## src/rtl/irs_stats_gen.sv

```systemverilog
// Per-daughterboard IRS statistics: deadtime, occupancy and peak occupancy over 2^PERIOD_BITS clocks.
// Define IRS_STATS_AVG_EN to report period-averaged occupancy instead of the end-of-period snapshot.
module irs_stats_gen #(
  parameter int PERIOD_BITS = 24,
  parameter int OCC_BITS    = 9
) (
  input  logic       clk_i,
  input  logic       rst_i,
  input  logic       dead_i,
  input  logic       alloc_i,
  input  logic       free_i,
  output logic [7:0] deadtime_o,
  output logic [7:0] occupancy_o,
  output logic [7:0] max_occupancy_o,
  output logic       update_o,
  output logic       err_o
);

  localparam logic [OCC_BITS-1:0] OCC_FULL = '1;

  logic [PERIOD_BITS-1:0] r_pcnt, r_dead, w_dead_nxt;
  logic [OCC_BITS-1:0]    r_occ, r_max, w_occ_nxt, w_max_nxt;
  logic [7:0]             r_deadtime, r_occupancy, r_max_occ, w_occ_rpt;
  logic                   r_update, r_err, w_err_set, w_tc;

  function automatic logic [7:0] sat8(input logic [OCC_BITS-1:0] v);
    return ((v >> 8) != '0) ? 8'hFF : v[7:0];
  endfunction

  assign w_tc = &r_pcnt;

  always_comb begin
    w_occ_nxt = r_occ;
    w_err_set = 1'b0;
    if (alloc_i && !free_i) begin
      if (r_occ == OCC_FULL) w_err_set = 1'b1;
      else                   w_occ_nxt = r_occ + 1'b1;
    end else if (free_i && !alloc_i) begin
      if (r_occ == '0) w_err_set = 1'b1;
      else             w_occ_nxt = r_occ - 1'b1;
    end
    w_dead_nxt = (dead_i && !(&r_dead)) ? r_dead + 1'b1 : r_dead;
    w_max_nxt  = (w_occ_nxt > r_max) ? w_occ_nxt : r_max;
  end

`ifdef IRS_STATS_AVG_EN
  localparam int AW = OCC_BITS + PERIOD_BITS;
  logic [AW-1:0] r_acc, w_acc_nxt, w_avg;

  // Accumulates the occupancy held during each cycle; the TC cycle's sum is the full period.
  assign w_acc_nxt = r_acc + AW'(r_occ);
  assign w_avg     = w_acc_nxt >> PERIOD_BITS;
  assign w_occ_rpt = (|w_avg[AW-1:8]) ? 8'hFF : w_avg[7:0];

  always_ff @(posedge clk_i) begin
    if (rst_i || w_tc) r_acc <= '0;
    else               r_acc <= w_acc_nxt;
  end
`else
  assign w_occ_rpt = sat8(w_occ_nxt);
`endif

  always_ff @(posedge clk_i) begin
    if (rst_i) begin
      r_pcnt      <= '0;
      r_dead      <= '0;
      r_occ       <= '0;
      r_max       <= '0;
      r_deadtime  <= '0;
      r_occupancy <= '0;
      r_max_occ   <= '0;
      r_update    <= 1'b0;
      r_err       <= 1'b0;
    end else begin
      r_pcnt   <= r_pcnt + 1'b1;
      r_occ    <= w_occ_nxt;
      r_update <= w_tc;
      if (w_err_set) r_err <= 1'b1;
      if (w_tc) begin
        // Publish figures that include the TC cycle, then start the next period fresh.
        r_dead      <= '0;
        r_max       <= w_occ_nxt;
        r_deadtime  <= w_dead_nxt[PERIOD_BITS-1 -: 8];
        r_occupancy <= w_occ_rpt;
        r_max_occ   <= sat8(w_max_nxt);
      end else begin
        r_dead <= w_dead_nxt;
        r_max  <= w_max_nxt;
      end
    end
  end

  assign deadtime_o      = r_deadtime;
  assign occupancy_o     = r_occupancy;
  assign max_occupancy_o = r_max_occ;
  assign update_o        = r_update;
  assign err_o           = r_err;

endmodule

```

## config.mk

```make
export PLATFORM = sky130hd
export DESIGN_NAME = irs_stats_gen
export DESIGN_NICKNAME = d
export VERILOG_FILES = /design/src/rtl/irs_stats_gen.sv
export SDC_FILE = /design/constraint.sdc
export NUM_CORES = 1
export LEC_CHECK = 0
export ABC_AREA = 1
export CORE_MARGIN = 1
export CORE_UTILIZATION = 62
export DETAILED_ROUTE_END_ITERATION = 8
export GPL_ROUTABILITY_DRIVEN = 1
export HOLD_SLACK_MARGIN = 0.02
export PLACE_DENSITY = 0.83
export SLEW_MARGIN = 20
export SYNTH_ARGS = -nofsm -noshare
export SYNTH_HDL_FRONTEND = slang
export SYNTH_SLANG_ARGS = --single-unit
```

## constraint.sdc

```tcl
create_clock -name clk_i -period 8.3 [get_ports clk_i]
set_input_delay 0.83 -clock clk_i [delete_from_list [all_inputs] [get_ports clk_i]]
set_output_delay 0.83 -clock clk_i [all_outputs]
set_load 0.01 [all_outputs]
```

# Word-level counts from Yosys, hierarchy flattened
# Cells that the tools add are included.
# totals
output_inout_bits	26
reg_bits	92
inputBits	5
# classes
eq_ne	1
reduce_logical	10
muxes	13
add_sub_neg	4
order_cmp	1
# op_table
cell	n
2-to-1 mux 9 bit	6
adder 24 x 1 -> 24 bit, second input constant	2
AND reduction 24 bit	2
2-to-1 mux 24 bit	1
2-to-1 mux 8 bit	2
adder 9 x 1 -> 9 bit, second input constant	1
equality test 9 bit, second input constant	1
> comparator 9 bit	1
logical NOT 9 bit	1
subtractor 9 x 1 -> 9 bit, second input constant	1
2-to-1 mux 1 bit	4
logical AND 1 bit	3
logical NOT 1 bit	3
OR reduction 2 bit	1

# Logic depth before layout (Yosys ltp)
# depth
word_depth	7
depth_mapped	25
ltp_nobuf	25

# Worst setup path before layout
# Ideal clock, no wire load.
# synth_timing
path_kind	input -> register
from	input port free_i
to	register r_max_occ[2] (netlist: max_occupancy_o[2])
arrival_time_ps	2903
required_time_ps	8188
stages	21
setup_slack_ps	5285
n_path_buf	0
setup_time_ps	112
path_cell_list	inv_1 nand2_1 inv_1 o21ai_0 nand2_1 nand2_1 and2_1 inv_1 ha_1 nand2_1 nand2_1 nand2_1 nand2_1 nand2_1 nand3_1 nand2_2 clkinv_1 o21ai_0 nand2_1 nand2_1 nand2_1
# synth_via
elab_chain_len	6
elab_cells_between_ends	8
cone_classes	1 x order compare; 4 x mux; 3 x reduce/logical
# synth_rtl
item	line	text
from (decl)	11	input logic free_i,
logical AND 1 bit / logical NOT 1 bit (equally long branches)	38, 35	
2-to-1 mux 9 bit / logical AND 1 bit (equally long branches)	38, 35	
2-to-1 mux 9 bit (*)	35	if (alloc_i && !free_i) begin
net w_occ_nxt[2]	22	logic [OCC_BITS-1:0] r_occ, r_max, w_occ_nxt, w_max_nxt;
> comparator 9 bit	43	w_max_nxt = (w_occ_nxt > r_max) ? w_occ_nxt : r_max;
2-to-1 mux 9 bit (*)	43	
2-to-1 mux 8 bit (*)	27	return ((v >> 8) != '0) ? 8'hFF : v[7:0];
to (signal assigned)	85	r_max_occ <= sat8(w_max_nxt);
to (decl)	23	logic [7:0] r_deadtime, r_occupancy, r_max_occ, w_occ_rpt;
# The timed path passes the listed nets; every way through them passes the cells marked *.
# A chain may end at the register's enable or synchronous reset.

# Worst setup path in the final report
# Same ends and word-level chain as after synthesis.

==> run_results.csv <==
group,metric,value,unit
status,status,"finished, final reports clean",
grt,grt_use_met3,5.81,%
placed_design,pre_cts_ws,4400,ps
route,drtIter0Drc,184,
sta,skew,9.01,ps
grt,use_met2,51.7,%
sta,final_hold_viol_count,0,
route,routed_wl,11000,µm
synth,ys_seq_area_share,37.7,%
setup_path,r2r_cells,24,
clocking,cts_resized,0,
grt,grt_max_degree,33,
sta,slew_headroom,64.0,%
synth,synthCells,734,
die,start_util,65.6,%
die,fp-row-count,31,
final_layout,layout-drive-gt1-share,6.77,%
sta,drv_slew,0,
route,drtAntennaViolNets,0,
synth,syn_area,4880,µm²
placed_design,post-dp-hpwl,8130,µm
setup_path,r2r-end,"max_occupancy_o[2]",
synth,synth_compound_area_share,8.38,%
synth,synth_top_family_by_area,"simple AND/OR/NAND/NOR gates",
sta,min_period,3590,ps
setup_path,required,8570,ps
synth,ys.flop_type,"dfxtp_1",
synth,synth_most_common_cell,"nand2_1",
clocking,cts_made_buffers,9,
power,power_density,198,nW/µm²
die,floorplan.core_area,7450,µm²
clocking,clk_pin_slew,90,ps
synth,synthMuxAreaShare,0,%
sta,tightest_slew,539,ps
clocking,post-cts-setup-buffer-count,0,
clocking,cts_buffer_depth,2,
final_layout,diodes,0,
setup_path,crit_type,"in -> reg",
route,wl_per_cell,12.7,µm
clocking,cts_sinks,92,
worst_hold_path,min_path_type,"reg -> reg",
die,die_area,8230,µm²
placed_design,port_buffers,30,
setup_path,critical_path.top_delay_family,"simple AND/OR/NAND/NOR gates",
setup_path,slowest_delay,470,ps
clocking,holdBufCountCts,0,
grt,grt_busiest_layer,"met2",
synth,yosys_warnings,0,
setup_path,crit_path_end_kind,"register",
synth,yosys.area_share.simple,38.3,%
final_layout,area_delta_synth_final,11.3,%
grt,overflow,0,
route,post_drt_via_cell_ratio,5.31,
setup_path,regToRegSetupSlack,5000,ps
clocking,cts.htree.levels,3,
setup_path,cp_common_cell,"nand2_1",
sta,layout_worst_path_cycle_share,43.3,%
setup_path,cp.depth,22,
synth,synth-edff-count,0,
synth,yosysUniqueCellTypes,41,
synth,synth_top_cells_by_count,"241 x nand2_1, 92 x dfxtp_1, 84 x inv_1",
route,drc,0,
route,dr.pass1.iters,5,
sta,tns,0,ps
flow_run,maxCapViolations,0,
synth,avgSynthCellArea,6.65,µm²
grt,grt_pass1_vias,4485,
sta,max_freq,0.278,GHz
grt,antenna_found_initial,0,
final_layout,nets,782,
sta,setup_slack,4710,ps
route,num_vias,4608,
synth,synthArstFlopShare,0,%
setup_path,crit_chain,"clkdlybuf4s50_1 > inv_1 > nand2_1 > inv_1 > o21ai_0 > nand2_1 > nand2_1 > and2_1 > inv_1 > ha_1 > nand2_1 > nand2_1 > nand2_1 > nand2_1 > nand2_1 > nand3_1 > nand2_2 > clkinv_1 > o21ai_0 > nand2_1 > nand2_1 > nand2_1",
die,die_w,90.7,µm
synth,synth_xor_area_share,3.05,%
clocking,cts_root_buf,"clkbuf_8",
synth,ys_top_cells_by_area,"dfxtp_1 38%, nand2_1 19%, inv_1 6.5%",
setup_path,cp_max_fo,10,
setup_path,critPathArrivalTime,3870,ps
placed_design,gp_congestion,0.881,
synth,synth_top_area_share,37.7,%
power,leakage,2.39,nW
setup_path,cp-start-kind,"input port",
synth,ys_ff_latch,92,
power,ir_drop,0.000122,V
setup_path,slowest_stage,"clkdlybuf4s50_1",
sta,rsz0062_at_grt,"false",
synth,syn_nets,753,
grt,grt_pass1_wl,19100,µm
clocking,clk-insertion-delay-late,370,ps
die,ioPinCount,31,
setup_path,crit_path_start,"free_i",
setup_path,worstReg2RegStart,"r_occ[0]",
sta,setup-violations-final,0,
die,die_h,90.7,µm
setup_path,crit_buf_inv,5,
synth,synthAdderAreaFrac,3.59,%
setup_path,crit_path_end,"max_occupancy_o[2]",
synth,synth_top_area_cell,"dfxtp_1",
grt,track_usage,28.4,%
grt,global_route.usage.met1,32.3,%
clocking,cts_tree,"done",
-- worst register-to-register path, cell delays in order, from the launching register on --
cell and delay, ps:
dfxtp_1 420, inv_1 110, ha_1 220, nand2_1 70
nor2_1 60, nand2_1 140, nand2_1 110, nand2_1 130
nand2_1 70, nand2_1 80, and2_1 190, inv_1 70
ha_1 280, nand2_1 60, nand2_1 40, nand2_1 50
nand2_1 40, nand2_1 50, nand3_1 70, nand2_2 150
clkinv_1 250, o21ai_0 320, nand2_1 90, nand2_1 70
nand2_1 50
-- worst min-delay path by stage --
| stage | slack, ps | cells past startpoint | from | to |
|---|---|---|---|---|
| 2_1_floorplan | 420 | 1 | r_pcnt[0] | r_pcnt[0] |
| 3_3_place_gp | 430 | 1 | r_pcnt[0] | r_pcnt[0] |
| 3_5_place_dp | 440 | 1 | r_pcnt[0] | r_pcnt[0] |
| 4_1_cts | 460 | 1 | r_pcnt[0] | r_pcnt[0] |
| 5_1_grt | 470 | 1 | r_pcnt[0] | r_pcnt[0] |
| 6_report | 450 | 1 | r_pcnt[0] | r_pcnt[0] |
-- registers in the layout (all words and copies together) (netlist names) --
signal and count:
r_dead 24, r_pcnt 24, err_o 1, r_occ 9
r_max 9, deadtime_o 8, update_o 1, occupancy_o 8
max_occupancy_o 8
-- placed cells by master (no fill, tap or decap), types with 2 or more instances in the layout --
master           instances
nand2_1                241
dfxtp_1                 92
inv_1                   84
nor2_1                  81
nand3_1                 48
a21oi_1                 31
clkdlybuf4s50_1         30
o21ai_0                 28
nor3_1                  16
xor2_1                  15
ha_1                    14
nand4_1                  9
nand2_2                  9
clkbuf_8                 9
inv_2                    6
and2_1                   5
o21ai_2                  4
nor2_4                   3
nor3_2                   3
nor2_2                   3
nand3b_1                 3
o21a_1                   3
o22ai_1                  3
clkinv_1                 2
xnor2_1                  2
nor3b_1                  2
and3_1                   2
clkinvlp_4               2
inv_6                    2
-- final cells by class --
| type | count | area [µm²] |
|---|---|---|
| Multi-Input combinational cell | 535 | 2600 |
| Fill cell | 606 | 2020 |
| Sequential cell | 92 | 1840 |
| Inverter | 94 | 357 |
| Timing Repair Buffer | 31 | 308 |
| Clock buffer | 10 | 128 |
| Tap cell | 99 | 124 |
| Clock inverter | 6 | 71.3 |
-- kinds of logic after synthesis --
kind of cell / Yosys count
buffers and inverters: 107
AND/OR/NAND/NOR: 430
adder cells (fa/ha/maj): 14
XOR/XNOR: 17
AO/OA/AOI/OAI: 74
flip-flops: 92
-- per-stage QoR --
step / power, mW / std cells / hold slack (ps) / util, % / instance area, µm²
after global routing: 1.15 / 867 / 467 / 72.9 / 5430
after detailed placement: 0.774 / 851 / 441 / 70.3 / 5230
final: 1.08 / 867 / 450 / 72.9 / 5430
after floorplan: 0.705 / 734 / 418 / - / 4880
after CTS: 1.08 / 867 / 455 / 72.9 / 5430
after global placement: 0.769 / 851 / 431 / 70.3 / 5230
-- per-layer routing --
layer | up-vias | share of wire (%)
met1 | 2104 | 45
met5 | - | 0
met4 | 0 | 1.8
li1 | 2372 | -
met3 | 20 | 3.7
met2 | 112 | 50
-- power by group --
part	internal, mW	leakage (nW)	switching (mW)	total, mW
Clock	0.142	0.0935	0.164	0.306
Combinational	0.0905	1.55	0.201	0.291
Sequential	0.464	0.745	0.0154	0.480
(Power assumes the default switching activity.)
